**config.mk**
```make
export PLATFORM = sky130hd
export DESIGN_NAME = ref_blk_addr_gen
export DESIGN_NICKNAME = d
export VERILOG_FILES = /design/src/rtl/ref_blk_addr_gen.sv
export SDC_FILE = /design/constraint.sdc
export NUM_CORES = 1
export LEC_CHECK = 0
export CORE_MARGIN = 10
export CORE_UTILIZATION = 40
export DETAILED_ROUTE_END_ITERATION = 10
export DONT_BUFFER_PORTS = 1
export PLACE_DENSITY = 0.58
export SLEW_MARGIN = 20
export SYNTH_ARGS = -nofsm -noshare
export SYNTH_HDL_FRONTEND = slang
export SYNTH_SLANG_ARGS = --single-unit
export TNS_END_PERCENT = 100
```
**constraint.sdc**
```tcl
create_clock -name clk -period 3.45 [get_ports clk]
set_input_delay 1.035 -clock clk [delete_from_list [all_inputs] [get_ports clk]]
set_output_delay 1.035 -clock clk [all_outputs]
set_load 0.01 [all_outputs]
```
**src/rtl/ref_blk_addr_gen.sv**
```systemverilog
// Reference-block address sequencer: walks a clamped search window issuing (x, y, poc) per block.
// First address one cycle after start; holds while ready_in is low. Define REF_ADDR_GEN_SNAKE_EN for serpentine order.
module ref_blk_addr_gen #(
  parameter int BLOCK_HORI_SIZE = 8,
  parameter int BLOCK_VERT_SIZE = 8,
  parameter int IMG_WIDTH       = 1920,
  parameter int IMG_HEIGHT      = 1080,
  parameter int SRCH_HORI       = 64,
  parameter int SRCH_VERT       = 64
) (
  input  logic        clk,
  input  logic        reset,
  input  logic        start_in,
  input  logic [31:0] ctr_x_in,
  input  logic [31:0] ctr_y_in,
  input  logic [31:0] pic_poc_in,
  input  logic        ready_in,
  output logic        valid_out,
  output logic [31:0] x_address_out,
  output logic [31:0] y_address_out,
  output logic [31:0] pic_poc_out,
  output logic        busy_out,
  output logic        done_out,
  output logic [15:0] blk_count_out
);

  typedef enum logic {IDLE, ISSUE} state_t;

  localparam logic [31:0] HALF_X   = 32'(SRCH_HORI / 2);
  localparam logic [31:0] HALF_Y   = 32'(SRCH_VERT / 2);
  localparam logic [31:0] MAX_X    = 32'(IMG_WIDTH - SRCH_HORI);
  localparam logic [31:0] MAX_Y    = 32'(IMG_HEIGHT - SRCH_VERT);
  localparam logic [31:0] MASK_X   = ~32'(BLOCK_HORI_SIZE - 1);
  localparam logic [31:0] MASK_Y   = ~32'(BLOCK_VERT_SIZE - 1);
  localparam logic [31:0] STEP_X   = 32'(BLOCK_HORI_SIZE);
  localparam logic [31:0] STEP_Y   = 32'(BLOCK_VERT_SIZE);
  localparam logic [15:0] LAST_COL = 16'(SRCH_HORI / BLOCK_HORI_SIZE - 1);
  localparam logic [15:0] LAST_BLK =
    16'((SRCH_HORI / BLOCK_HORI_SIZE) * (SRCH_VERT / BLOCK_VERT_SIZE) - 1);

  state_t      state_q, state_d;
  logic        valid_q, valid_d;
  logic        done_q, done_d;
  logic [31:0] x_q, x_d;
  logic [31:0] y_q, y_d;
  logic [31:0] poc_q, poc_d;
  logic [15:0] cnt_q, cnt_d;
  logic [15:0] col_q, col_d;
`ifdef REF_ADDR_GEN_SNAKE_EN
  logic        odd_q, odd_d;
`else
  logic [31:0] x0_q, x0_d;
`endif

  logic [31:0] x0_raw, y0_raw, x0_clamp, y0_clamp, x0_calc, y0_calc;

  // Compare before trusting the subtraction so an underflowed raw never escapes.
  always_comb begin
    x0_raw = ctr_x_in - HALF_X;
    y0_raw = ctr_y_in - HALF_Y;
    if (ctr_x_in < HALF_X)  x0_clamp = '0;
    else if (x0_raw > MAX_X) x0_clamp = MAX_X;
    else                     x0_clamp = x0_raw;
    if (ctr_y_in < HALF_Y)  y0_clamp = '0;
    else if (y0_raw > MAX_Y) y0_clamp = MAX_Y;
    else                     y0_clamp = y0_raw;
    x0_calc = x0_clamp & MASK_X;
    y0_calc = y0_clamp & MASK_Y;
  end

  always_comb begin
    state_d = state_q;
    valid_d = valid_q;
    done_d  = 1'b0;
    x_d     = x_q;
    y_d     = y_q;
    poc_d   = poc_q;
    cnt_d   = cnt_q;
    col_d   = col_q;
`ifdef REF_ADDR_GEN_SNAKE_EN
    odd_d   = odd_q;
`else
    x0_d    = x0_q;
`endif
    case (state_q)
      IDLE: begin
        if (start_in) begin
          state_d = ISSUE;
          valid_d = 1'b1;
          x_d     = x0_calc;
          y_d     = y0_calc;
          poc_d   = pic_poc_in;
          cnt_d   = '0;
          col_d   = '0;
`ifdef REF_ADDR_GEN_SNAKE_EN
          odd_d   = 1'b0;
`else
          x0_d    = x0_calc;
`endif
        end
      end
      ISSUE: begin
        // valid_q is always high in ISSUE, so ready_in alone marks a transfer.
        if (ready_in) begin
          cnt_d = cnt_q + 16'd1;
          if (cnt_q == LAST_BLK) begin
            state_d = IDLE;
            valid_d = 1'b0;
            done_d  = 1'b1;
          end else if (col_q == LAST_COL) begin
            col_d = '0;
            y_d   = y_q + STEP_Y;
`ifdef REF_ADDR_GEN_SNAKE_EN
            odd_d = ~odd_q;
`else
            x_d   = x0_q;
`endif
          end else begin
            col_d = col_q + 16'd1;
`ifdef REF_ADDR_GEN_SNAKE_EN
            x_d   = odd_q ? (x_q - STEP_X) : (x_q + STEP_X);
`else
            x_d   = x_q + STEP_X;
`endif
          end
        end
      end
    endcase
  end

  always_ff @(posedge clk) begin
    if (reset) begin
      state_q <= IDLE;
      valid_q <= 1'b0;
      done_q  <= 1'b0;
      x_q     <= '0;
      y_q     <= '0;
      poc_q   <= '0;
      cnt_q   <= '0;
      col_q   <= '0;
`ifdef REF_ADDR_GEN_SNAKE_EN
      odd_q   <= 1'b0;
`else
      x0_q    <= '0;
`endif
    end else begin
      state_q <= state_d;
      valid_q <= valid_d;
      done_q  <= done_d;
      x_q     <= x_d;
      y_q     <= y_d;
      poc_q   <= poc_d;
      cnt_q   <= cnt_d;
      col_q   <= col_d;
`ifdef REF_ADDR_GEN_SNAKE_EN
      odd_q   <= odd_d;
`else
      x0_q    <= x0_d;
`endif
    end
  end

  assign valid_out     = valid_q;
  assign x_address_out = x_q;
  assign y_address_out = y_q;
  assign pic_poc_out   = poc_q;
  assign busy_out      = (state_q == ISSUE);
  assign done_out      = done_q;
  assign blk_count_out = cnt_q;

endmodule

```
# After elaboration in Yosys (flattened, before gate mapping)
# Cells that the tools add are included.
# op_classes
add_sub_neg	6
n_lt_le_gt_ge	4
n_eq_ne	7
muxes	30
bitwise	2
reduce_logical	6
# ops
cell	n
32-bit 2-to-1 mux	12
32-bit case mux with 2 select lines	2
16-bit 2-to-1 mux	5
32-bit by 4-bit adder with 32-bit output (second input constant)	2
32-bit by 6-bit < comparator with 1-bit output (second input constant)	2
16-bit case mux with 2 select lines	2
32-bit by 6-bit subtractor with 32-bit output (second input constant)	2
16-bit by 1-bit adder with 16-bit output (second input constant)	2
32-bit by 10-bit > comparator with 1-bit output (second input constant)	1
32-bit by 11-bit > comparator with 1-bit output (second input constant)	1
16-bit by 3-bit == test with 1-bit output (second input constant)	1
16-bit by 6-bit == test with 1-bit output (second input constant)	1
1-bit 2-to-1 mux	7
2-bit inequality test (second input constant)	3
3-bit AND reduction	2
2-bit by 1-bit inequality test with 1-bit output (second input constant)	2
1-bit case mux with 2 select lines	2
2-bit AND reduction	2
4-bit AND reduction	1
3-bit OR reduction	1
1-bit inverter	2
# word_totals
ff_bits	160
in_bits	100
output_inout_bits	115
word_cells	64

# Longest topological paths before layout
# Gate-level depths: netlist of the first run.
# logic_depth
word_depth	6
depth_mapped	10
depth_no_buf	8

# Least setup slack after synthesis of the first run
# OpenSTA, ideal clock, no wires.
# synth_timing
path_kind	input to register
start	in ctr_y_in[5]
end	reg y_q[4], in the netlist y_address_out[4]
setup_time_ns	0.148
arrival_ns	2.905
t_required_ns	3.302
setup_slack_ns	0.397
cell_stages	9
n_path_buf	1
cell_sequence	inv_1 > ha_1 > nor4b_2 > nand4_1 > or4_1 > a2111oi_0 > and4bb_1 > buf_4 > a31oi_1
# synth_via
elab_chain_cells	6
elab_cells_between_ends	7
classes_between	1 x add/sub; 2 x order compare; 4 x mux
# synth_lines
item	line	source
start, declared	15	input logic [31:0] ctr_y_in,
32-bit by 6-bit subtractor with 32-bit output	60	y0_raw = ctr_y_in - HALF_Y;
32-bit by 10-bit > comparator with 1-bit output	65	else if (y0_raw > MAX_Y) y0_clamp = MAX_Y;
32-bit 2-to-1 mux	65	
32-bit 2-to-1 mux (*)	64	if (ctr_y_in < HALF_Y) y0_clamp = '0;
32-bit 2-to-1 mux (*)	87	if (start_in) begin
32-bit case mux with 2 select lines (*)	85	case (state_q)
end signal, assigned	151	y_q <= y_d;
end, declared	45	logic [31:0] y_q, y_d;
# Every way passes the cells marked *; elsewhere a longest branch is shown, timed or not. The select of a mux whose other input is x is not followed.
# A chain may end at the register's enable or synchronous reset.

# Worst setup path in the final report of the first run
# layout_timing
start	in ctr_y_in[5]
end	reg y_q[8], in the netlist y_address_out[8]
# The elaborated chain is that of the path after synthesis.

==> reports/results.ini, run 1 <==
[final_layout]
area_growth_pct=10.8
fin_cells=1297
fin_area_mm2=0.00896
multi_input_area_mm2=0.00470
nNetsFinal=1125
final_core_util=0.456
seq_area_mm2=0.00308
fillers=2054
drive_gt1_frac=0.0833
antenna-diode-count=0

[clock_network]
numCtsBuffers=17
clk_pin_slew_ps=70
post_cts_resized=0
clockBufferDepth=2
cts_tree=yes
root_buffer=clkbuf_16
cts_sinks=154
cts-htree-levels=4
post_cts_buffers=0
clock_latency_ps=430
cts_hold_buf=0

[global_route]
grt_pass1_vias=7234
globalRouteOverflowTotal=0
grt_max_degree=81
busiest_layer=met2
grt_pass1_wl_mm=39.5
track_usage=0.183
grt_use_met3=0.0705
met1_usage=0.220
antenna_found_initial=1
grtUsageMet2=0.300

[yosys]
synthArstFlopShare=0
netlist_area_mm2=0.00809
syn-mean-instance-area_um2=7.81
synth.yosys.seq_area_share=0.381
ys_ff_latch=154
synthFlopType=dfxtp_1
syn_inst=1035
synth_edf_count=0
yosys_warnings=0
synth.distinct_cells=76

[detailed_routing]
post_drt_wl_per_cell_um=19.1
drc=0
wirelength_mm=24.7
dr.pass1.iters=5
drt-initial-drc-count=499
via_per_inst=5.74
vias=7443
ant_nets=0

[power_and_ir_drop]
vdd_ir_drop_max_v=0.000310
pwr_density_cell_mw_per_mm2=462
p_total_uw=4140
p_leak_uw=0.00305

[floorplan]
design.core.area_mm2=0.0197
die-height_um=162
die_w_um=162
start_util=0.411
pin_count=215
dieArea_mm2=0.0263
rows=51

[critical_path]
rr_startpoint=col_q[0]
rr_worst_depth=6
r2r-end=y_address_out[6]
worstSetupPathType=in -> reg
cp-endpoint=y_address_out[8]
cp-end-kind=register
rrSetupSlack_ps=830
cp_data_required_time_ps=3710
start_kind=primary input
cp.arrival_ps=3090
worst-path-max-fanout=7
worstSetupStartpoint=ctr_y_in[5]

[sta]
slew_viol_final=0
rsz0062_at_grt=false
final_hold_viol_count=0
finalSetupViolations=0
min_period_ps=2830
relSlewSlack=0.360
max_freq_ghz=0.354
fin_tns_setup_ps=0
period_share=0.819
finalClockSkew_ps=15.4
tightest_slew_ps=960

[hold_path]
hp-start=x0_q[4]
whs_path_depth=2
hold_class=reg -> reg

[place]
gp_routability_congestion=0.832
place_area_mm2=0.00836
dpl.cell_count=1265
io_buffers=0
hpwl_mm=17.6

[run_status]
status=complete, no violations

[flow_run]
drv_cap=0

-- per-stage QoR --
step	hold WS (ps)	setup slack (ps)
2_1_floorplan	426	397
3_3_place_gp	438	187
3_5_place_dp	441	199
4_1_cts	451	639
5_1_grt	471	383
6_report	448	623
-- where the power goes --
group	switching [uW]	internal [uW]
Clock	810	1100
Sequential	64.0	1820
Combinational	215	125
Total	1090	3050
-- metal layers --
layer  routed length, um  vias up
li1                    -     3742
met1               10500     3466
met2               11800      220
met3                2150       15
met4                 218        0
met5                   0        -
-- cells in the mapped netlist, types with 4 or more instances --
cell,n,share of area
nor4_2,4,0.0062
o211ai_1,9,0.0084
nor4bb_1,4,0.0050
buf_4,8,0.0074
a31oi_1,15,0.012
a22o_1,11,0.012
xnor2_1,31,0.034
nand3_1,27,0.017
nor4_1,21,0.016
clkbuf_1,48,0.022
a21o_1,16,0.015
or2_2,4,0.0031
and4_1,5,0.0054
nor4b_1,4,0.0043
nand2_1,154,0.071
dfxtp_1,154,0.38
o21a_1,8,0.0074
nor2_1,95,0.044
o31ai_1,7,0.0065
or4_1,9,0.0084
o21ai_0,40,0.025
nand4_1,32,0.025
and3_1,34,0.026
and2_1,9,0.0070
or3_1,17,0.013
nor3_1,42,0.026
o221ai_1,7,0.0076
buf_2,7,0.0043
xor2_1,10,0.011
o21bai_1,4,0.0037
a41oi_1,6,0.0065
nor2b_1,6,0.0046
a21oi_1,91,0.056
a211oi_1,7,0.0065
inv_1,12,0.0056
o41ai_1,5,0.0054
nand2b_1,5,0.0039
ha_1,6,0.0093
-- worst min-delay path by stage --
stage	end	slack, ps
after floorplan	x0_q[10]	430
after global placement	x0_q[4]	440
after detailed placement	x0_q[4]	440
after CTS	x0_q[4]	450
after global routing	x0_q[4]	470
final	x0_q[4]	450
-- area by class of cell --
class	count	area share
clock buffers	18	0.0490
clock inverters	14	0.0182
inverters	12	0.00503
multi-input cells	808	0.525
flip-flops and latches	154	0.344
well taps	265	0.0370
repair buffers	26	0.0218
-- state kept, by name (all words and copies together), names as in the netlist --
name,flops
done_out,1
x0_q,29
valid_out,1
y_address_out,29
blk_count_out,16
pic_poc_out,32
busy_out,1
col_q,16
x_address_out,29
-- critical path, stage by stage --
cell       delay, ps
inv_1             40
ha_1             150
nor4b_2          300
nand4_1          160
or4_1            490
a2111oi_0        380
and4bb_1         420
a31oi_1          120
-- logic make-up after synthesis --
group / synth area share
multiplexers: 0.00124
other: 0.000464
flip-flops: 0.381
XOR/XNOR: 0.0444
AND/OR/NAND/NOR: 0.315
buffers and inverters: 0.0410
AO/OA/AOI/OAI: 0.208
adder cells (fa/ha/maj): 0.00928
-- layout by cell type (no fill, tap or decap), drive strengths merged, types with 15 or more instances in the layout --
master  instances
and3           36
a21o           16
nand3          27
a31oi          15
dfxtp         154
nor4           27
nor3           43
nand4          33
xnor2          31
nor2           95
clkbuf         18
o21ai          41
buf            26
or3            17
a21oi          91
inv            17
nand2         154
(Power assumes the default switching activity.)
==> inputs of run 2 (changes only) <==
Settings changed: PLACE_DENSITY 0.58 to 0.6.
Clock period 3.45 ns to 2.3 ns, I/O delays scaled along.
==> reports/results.ini, run 2 (synthesized netlist as in run 1, its figures left out) <==
[critical_path]
cp.arrival_ps=2480
rr_startpoint=col_q[0]
worst-path-max-fanout=7
cp-endpoint=y_address_out[5]
cp-end-kind=register
worstSetupPathType=in -> reg
rr_worst_depth=8
worstSetupStartpoint=ctr_y_in[5]
cp_data_required_time_ps=2590
rrSetupSlack_ps=120
start_kind=primary input
r2r-end=y_address_out[14]

[final_layout]
area_growth_pct=23.1
final_core_util=0.506
largest_reg_flops=32
mostFrequentLayoutCells=154 x nand2_1, 151 x dfxtp_1, 128 x buf_4
fin_cells=1404
drive_gt1_frac=0.186
mostFrequentLayoutCell=nand2_1
antenna-diode-count=0
nNetsFinal=1233
fin_area_mm2=0.00995

[floorplan]
dieArea_mm2=0.0263
die_w_um=162
pin_count=215
rows=51
design.core.area_mm2=0.0197
start_util=0.411
die-height_um=162

[clock_network]
cts_hold_buf=0
clock_latency_ps=420
clk_pin_slew_ps=60
cts-htree-levels=4
cts_sinks=154
root_buffer=clkbuf_16
numCtsBuffers=17
clockBufferDepth=2
cts_tree=yes

[sta]
tightest_slew_ps=914
rsz0062_at_grt=false
finalClockSkew_ps=9.71
slew_viol_final=0
fin_tns_setup_ps=0
period_share=0.950
min_period_ps=2190
whs_ps=340
final_hold_viol_count=0
max_freq_ghz=0.458
relSlewSlack=0.389
finalSetupViolations=0

[place]
io_buffers=0
hpwl_mm=18.8
place_area_mm2=0.00927
gp_routability_congestion=0.838
dpl.cell_count=1370

[detailed_routing]
vias=7987
dr.pass1.iters=5
drc=0
wirelength_mm=25.5
drt-initial-drc-count=507
ant_nets=0
via_per_inst=5.69
post_drt_wl_per_cell_um=18.2

[power_and_ir_drop]
vdd_ir_drop_max_v=0.000451
pwr_density_cell_mw_per_mm2=626
p_leak_uw=0.00362

[global_route]
globalRouteOverflowTotal=0
grt_pass1_vias=7726
grt_max_degree=81
track_usage=0.184
antenna_found_initial=0
grt_pass1_wl_mm=40.3

[hold_path]
hold_class=in -> reg

[run_status]
status=complete, no violations

[flow_run]
drv_cap=0

==> run 2: timing repair <==
item                                    in CTS  in global routing
resized for setup                            5                 13
endpoints found under the setup margin      17                 25
buffers inserted                             0                  2
pin swaps                                    0                  2
cloned                                       0                  1
==> run 2: worst min-delay path by stage <==
stage               startpoint  cells after the start  slack [ps]           endpoint
global route             reset                      1         310  x_address_out[11]
CTS                      reset                      1         330  x_address_out[14]
detailed placement     x0_q[7]                      2         450            x0_q[7]
floorplan             x0_q[10]                      2         430           x0_q[10]
global placement       x0_q[6]                      2         440            x0_q[6]
finish                   reset                      1         340  x_address_out[12]
==> run 2: per-layer routing <==
metal	wire length (um)	part of all wire	track usage	vias up
met5	0	0	0	-
met3	2080	0.082	0.0695	15
met1	10600	0.42	0.216	3802
met2	12600	0.49	0.309	201
met4	201	0.0079	0.0418	0
li1	-	-	-	3969
==> run 2: critical path, cell delays in order <==
cell and delay (ps):
inv_1 60, ha_4 130, nor4b_4 220, nand4_1 170
or4_1 460, a2111oi_2 300, and4bb_1 220, buf_4 150
a311oi_1 90
==> run 2: through the flow <==
step | setup WS, ps | total power, uW
2_1_floorplan | -231 | 3280
3_3_place_gp | -332 | 3500
3_5_place_dp | -398 | 3510
4_1_cts | 13.0 | 6300
5_1_grt | 8.62 | 6490
6_report | 115 | 6230
==> run 2: layout make-up <==
class / instances / area, um^2
clock inverters: 10 / 119
fillers: 1985 / 9700
repair buffers: 134 / 1060
inverters: 12 / 45.0
multi-input cells: 808 / 4850
clock buffers: 21 / 460
flip-flops and latches: 154 / 3090
well taps: 265 / 332
==> run 2: report_power, final <==
part           switching (uW)  leakage (uW)  internal [uW]
clock network            1110      0.000276           1650
logic                     372       0.00210            280
registers                74.1       0.00125           2740
